`config.mk`:
```
export PLATFORM = sky130hd
export DESIGN_NAME = ex_muldiv
export DESIGN_NICKNAME = d
export VERILOG_FILES = /design/src/rtl/ex_muldiv_pkg.sv /design/src/rtl/ex_muldiv_step.sv /design/src/rtl/ex_muldiv.sv
export SDC_FILE = /design/constraint.sdc
export NUM_CORES = 1
export LEC_CHECK = 0
export ABC_AREA = 1
export BUFFER_PORTS_ARGS = -buffer_cell sky130_fd_sc_hd__buf_2
export CAP_MARGIN = 20
export CORE_UTILIZATION = 55
export CTS_CLUSTER_SIZE = 24
export DETAILED_ROUTE_END_ITERATION = 7
export GPL_ROUTABILITY_DRIVEN = 0
export GPL_TIMING_DRIVEN = 1
export PLACE_DENSITY = 0.74
export SKIP_CTS_REPAIR_TIMING = 1
export SLEW_MARGIN = 10
export SYNTH_ARGS = -nofsm -noshare
export SYNTH_HDL_FRONTEND = slang
export SYNTH_SLANG_ARGS = --single-unit
```
`constraint.sdc`:
```
create_clock -name clock -period 10.38 [get_ports clock]
set_clock_uncertainty 0.1 [all_clocks]
set_input_delay 0 -clock clock [delete_from_list [all_inputs] [get_ports clock]]
set_output_delay 0 -clock clock [all_outputs]
set_load 0.005 [all_outputs]
```
`src/rtl/ex_muldiv_pkg.sv`:
```
// Shared pipeline definitions for the EX-stage multiply/divide unit:
// op encodings, FSM state type, iteration count and a magnitude helper.
package ex_muldiv_pkg;

    typedef enum logic [1:0] {
        OP_MULT  = 2'd0,
        OP_MULTU = 2'd1,
        OP_DIV   = 2'd2,
        OP_DIVU  = 2'd3
    } md_op_t;

    typedef enum logic [1:0] {
        S_IDLE = 2'd0,
        S_RUN  = 2'd1,
        S_DONE = 2'd2
    } md_state_t;

    localparam int ITER = 32;
    localparam int CW   = $clog2(ITER);

    // Two's-complement magnitude when the operand is treated as negative.
    function automatic logic [31:0] mag(input logic [31:0] v,
                                        input logic        neg);
        return neg ? (~v + 32'd1) : v;
    endfunction

endpackage

```
`src/rtl/ex_muldiv_step.sv`:
```
// One iteration of the multiply/divide datapath (combinational).
// Ports: div selects restoring divide step, acc/q state in, b operand,
//        acc_n/q_n next state.
module muldiv_step
    import ex_muldiv_pkg::*;
(
    input  logic        div,
    input  logic [31:0] acc,
    input  logic [31:0] q,
    input  logic [31:0] b,
    output logic [31:0] acc_n,
    output logic [31:0] q_n
);

    logic [32:0] sum;
    logic [32:0] trial;

    always_comb begin
        sum   = '0;
        trial = '0;
        acc_n = acc;
        q_n   = q;
        if (div) begin
            // Remainder stays below the divisor, so 33 bits hold the
            // shifted partial remainder; bit 32 is the borrow.
            trial = {acc, q[31]} - {1'b0, b};
            if (!trial[32]) begin
                acc_n = trial[31:0];
                q_n   = {q[30:0], 1'b1};
            end else begin
                acc_n = {acc[30:0], q[31]};
                q_n   = {q[30:0], 1'b0};
            end
        end else begin
            // Shift-add: multiplier bits leave q[0] as product bits enter.
            sum   = {1'b0, acc} + (q[0] ? {1'b0, b} : 33'd0);
            acc_n = sum[32:1];
            q_n   = {sum[0], q[31:1]};
        end
    end

endmodule

```
`src/rtl/ex_muldiv.sv`:
```
// Iterative EX-stage multiply/divide unit with HI/LO result registers.
// Ports: clock, reset, start/op/DataA/DataB request, mf_req, flush;
//        busy, stall, done, hi, lo.
module ex_muldiv
    import ex_muldiv_pkg::*;
(
    input  logic        clock,
    input  logic        reset,
    input  logic        start,
    input  logic [1:0]  op,
    input  logic [31:0] DataA,
    input  logic [31:0] DataB,
    input  logic        mf_req,
    input  logic        flush,
    output logic        busy,
    output logic        stall,
    output logic        done,
    output logic [31:0] hi,
    output logic [31:0] lo
);

    md_state_t   state, nstate;
    logic [CW-1:0] count;
    logic [31:0] acc, q, b_r, a_r;
    logic [31:0] acc_n, q_n;
    logic        div_r, neg_q, neg_r, dz;
    logic        last, accept;
    logic        is_div, sgn, sa, sb;
    logic [63:0] prod, prod_s;
    logic [31:0] hi_fin, lo_fin;

    assign is_div = (op == OP_DIV) || (op == OP_DIVU);
    assign sgn    = (op == OP_MULT) || (op == OP_DIV);
    assign sa     = sgn & DataA[31];
    assign sb     = sgn & DataB[31];

    assign last   = (state == S_RUN) && (count == CW'(ITER - 1));
    assign accept = (state == S_IDLE) && start && !flush;

    assign busy  = (state == S_RUN);
    assign done  = (state == S_DONE);
    assign stall = busy & (start | mf_req);

    muldiv_step u_step (
        .div   (div_r),
        .acc   (acc),
        .q     (q),
        .b     (b_r),
        .acc_n (acc_n),
        .q_n   (q_n)
    );

    // Sign fix-up on the final step's output; divide by zero bypasses it.
    always_comb begin
        prod   = {acc_n, q_n};
        prod_s = neg_q ? (~prod + 64'd1) : prod;
        hi_fin = prod_s[63:32];
        lo_fin = prod_s[31:0];
        if (div_r) begin
            if (dz) begin
                hi_fin = a_r;
                lo_fin = '1;
            end else begin
                hi_fin = mag(acc_n, neg_r);
                lo_fin = mag(q_n, neg_q);
            end
        end
    end

    always_comb begin
        nstate = state;
        unique case (state)
            S_IDLE: if (accept) nstate = S_RUN;
            S_RUN: begin
                if (flush)     nstate = S_IDLE;
                else if (last) nstate = S_DONE;
            end
            S_DONE:  nstate = S_IDLE;
            default: nstate = S_IDLE;
        endcase
    end

    always_ff @(posedge clock or posedge reset) begin
        if (reset) state <= S_IDLE;
        else       state <= nstate;
    end

    always_ff @(posedge clock or posedge reset) begin
        if (reset) begin
            count <= '0;
            acc   <= '0;
            q     <= '0;
            b_r   <= '0;
            a_r   <= '0;
            div_r <= 1'b0;
            neg_q <= 1'b0;
            neg_r <= 1'b0;
            dz    <= 1'b0;
            hi    <= '0;
            lo    <= '0;
        end else if (accept) begin
            count <= '0;
            acc   <= '0;
            q     <= mag(DataA, sa);
            b_r   <= mag(DataB, sb);
            a_r   <= DataA;
            div_r <= is_div;
            neg_q <= sa ^ sb;
            neg_r <= sa;
            dz    <= is_div && (DataB == 32'd0);
        end else if (state == S_RUN && !flush) begin
            count <= count + 1'b1;
            acc   <= acc_n;
            q     <= q_n;
            if (last) begin
                hi <= hi_fin;
                lo <= lo_fin;
            end
        end
    end

endmodule
```
==> metrics.csv <==
metric,value,unit
run status,finished with violations,
failing checks,hold timing,
Remaining DRCs,0,
final core utilization,63.7,%
Sink Count,203,
final setup TNS,0,ns
overflow left after global routing,0,
RSZ-0062 raised after global routing,false,
pre-CTS setup slack,5.08,ns
detailed-router iteration count before antenna repair,6,
Filler cells,3199,
Critical Path RT,10.76,ns
"Largest stage delay, worst path",0.50,ns
Leak,11.8,nW
area of the multi-input gates,11500,sq um
core area,33600,sq um
worst setup path start,q[31],
Reg area,5080,sq um
pwr/cell area,278,nW/um^2
Fmax achieved,0.184,GHz
n_diodes,0,
fin worst setup slack,4.93,ns
ratio of cells with drive above 1 in the final layout,9.29,%
share of power burned in registers,18.6,%
"Reg clk slew, reported paths",0.06,ns
Synth cell types,63,
Die Y,187,um
Worst Tran Pin Value,1.06,ns
CP startpoint kind,flip-flop,
Main synth FF type,dfrtp_1,
H-tree Lvls,1,
Final ANT Viol Nets,0,
first-pass GRT wire length,108000,um
DR iter-0 viols,2748,
total die area,34900,sq um
drt wl/cell,18.8,um
internal power,0.00264,W
Syn. warnings,0,
Synth Cell Area,18800,sq um
largest net degree at the start of global routing,137,
WL final,70200,um
Comb power frac,65.7,%
Worst VDD drop,0.156,mV
Cells after Synth,3114,
DR vias,22100,
CTS buffer count,25,
total track usage,38.9,%
CTS tree,built,
fin crit period,5.45,ns
Layout area overhead,13.8,%
later-pin clock latency in the skew report,0.56,ns
FP Rows,67,
Slew HR,28.9,%
nets@finish,3420,
clock network power share,15.7,%
cell repeated most along the worst path,nand2_1,
Worst EP arrival,5.83,ns
post-synthesis sequential area ratio,27.0,%
Post-Syn Area per Cell,6.04,sq um
Syn Nets,3257,
worst path bufs/invs,4,
hold_sp,op[0],
Hold Crit Class,in2reg,
routed vias/inst,5.89,
Worst path slowest cell,nand3_1,
ys async rst share,100,%
Die Wd,187,um
number of port buffers,137,
Post-DP HPWL,51800,um
number of enable flip-flop cells after synthesis,0,
initial antenna violation count,2,
Sw Ratio,55.5,%
Yosys reg bits,203,
reg2reg start,q[31],
Hold Slack,-0.0219,ns
Slew Limit Fails,0,
number of global-route vias before repair,20200,
"Hold Violations, Final",1,
final worst path period share,52.5,%
clock root buffer,clkbuf_16,
io pins,138,
Critical Path Sink Type,flip-flop,
critical path's top delay family,simple AND/OR/NAND/NOR gates,
clk buf depth,3,
"Max FO, Critical Path",11,
Max-Cap Viols,0,
Net Switching,0.00330,W
Setup CP Type,reg2reg,
final setup violation count,0,
Initial Utilization,56.0,%
final timing paths:
kind	end	slack, ns	cells past startpoint
max	hi[22]	4.93	34
min	q[31]	-0.02	4
max reg2reg	hi[22]	4.93	34
min in group asynchronous	count[3]	0.13	3
max in group asynchronous	hi[26]	8.47	4
min reg2reg	hi[29]	0.38	2
power by group through the flow:
stage | logic [W] | clock network (W) | registers [W]
finish | 0.00391 | 0.000933 | 0.00110
global route | 0.00429 | 0.000966 | 0.00111
CTS | 0.00375 | 0.000930 | 0.00110
detailed placement | 0.00372 | 0 | 0.00111
global placement | 0.00366 | 0 | 0.00110
floorplan | 0.00282 | 0 | 0.00104
per-stage QoR:
stage,instances,cell area (sq um),hold slack (ns),power (W)
floorplan,3114,18800,0.0210,0.00386
global placement,3617,19800,0.189,0.00476
detailed placement,3617,19800,0.184,0.00483
CTS,3662,20600,-0.376,0.00577
global route,3743,21400,0.00470,0.00637
finish,3743,21400,-0.0219,0.00594
cell type report:
class / instances / area share [%]
Inverter: 470 / 8.28
Clock buffer: 36 / 3.35
Sequential cell: 203 / 23.8
Tap cell: 448 / 2.62
Clock inverter: 9 / 0.585
Timing Repair Buffer: 236 / 7.62
Multi-Input combinational cell: 2341 / 53.8
cells by family (layout without fill, tap and decap cells):
group           after synthesis  after routing  synth area share, %
simple gates               1697           1697                 37.9
fa+ha+maj                    72             72                 4.87
compound gates              510            510                 15.5
xor+xnor                     62             62                 2.89
buf+inv                     570            751                 11.9
flops                       203            203                 27.0
cells in the mapped netlist, types with 9 or more instances:
cell type	instances	area, sq um
xor2_1	50	438
buf_2	17	85.1
or2_2	9	56.3
nand2_2	26	163
dfrtp_1	203	5080
inv_1	450	1690
a21oi_1	145	726
o21bai_1	21	158
nand4_1	16	100
xnor2_1	12	105
nand3_1	223	1120
a21oi_2	10	87.6
o21ai_0	205	1030
nand2_1	1019	3820
clkbuf_1	67	251
ha_1	70	876
nor4_1	11	68.8
inv_2	14	52.6
nand3b_1	13	97.6
nor2_1	300	1130
nor3_1	36	180
o22ai_1	33	206
o21ai_1	12	60.1
a31oi_1	24	150
nor2_2	13	81.3
o21ai_2	9	78.8
registers in the layout, summed over array words and instances, names as in the netlist:
name and count:
a_r 32, acc 32, b_r 32, count 5
div_r 1, dz 1, hi 32, lo 32
neg_q 1, neg_r 1, q 32, state 2
worst reg2reg max path: cells and delay by family, from the launching register on:
kind	cells	cell delay, ns
fa+ha+maj	3	0.80
buf+inv	4	0.41
compound gates	1	0.29
flops	1	0.35
simple gates	26	3.42
layer usage:
metal / up-vias / global-route usage, % / part of all wire (%)
met4: 4 / 22.1 / 6.1
met3: 292 / 7.69 / 11
li1: 10300 / - / -
met5: - / 0 / 0.034
met1: 10100 / 52.0 / 39
met2: 1383 / 58.9 / 43
cells in the final DEF (no fill, tap or decap), types with 7 or more instances in the layout:
| cell | n |
|---|---|
| dfrtp_1 | 201 |
| a21oi_1 | 145 |
| xnor2_1 | 12 |
| dlygate4sd3_1 | 81 |
| nor2_2 | 13 |
| buf_4 | 18 |
| ha_1 | 70 |
| o22ai_1 | 33 |
| nand4_1 | 16 |
| a31oi_1 | 24 |
| nand2_2 | 26 |
| inv_2 | 15 |
| buf_2 | 137 |
| clkbuf_16 | 25 |
| o21ai_0 | 205 |
| o31ai_1 | 7 |
| nand2_1 | 1019 |
| o21ai_2 | 9 |
| nand3b_1 | 13 |
| nor4_1 | 10 |
| inv_1 | 448 |
| nor2_1 | 299 |
| a21oi_2 | 10 |
| o21bai_1 | 21 |
| or2_2 | 9 |
| xor2_1 | 50 |
| nand3_1 | 223 |
| o21ai_1 | 12 |
| nor3_1 | 36 |
Power figures use the tool's default switching activity.
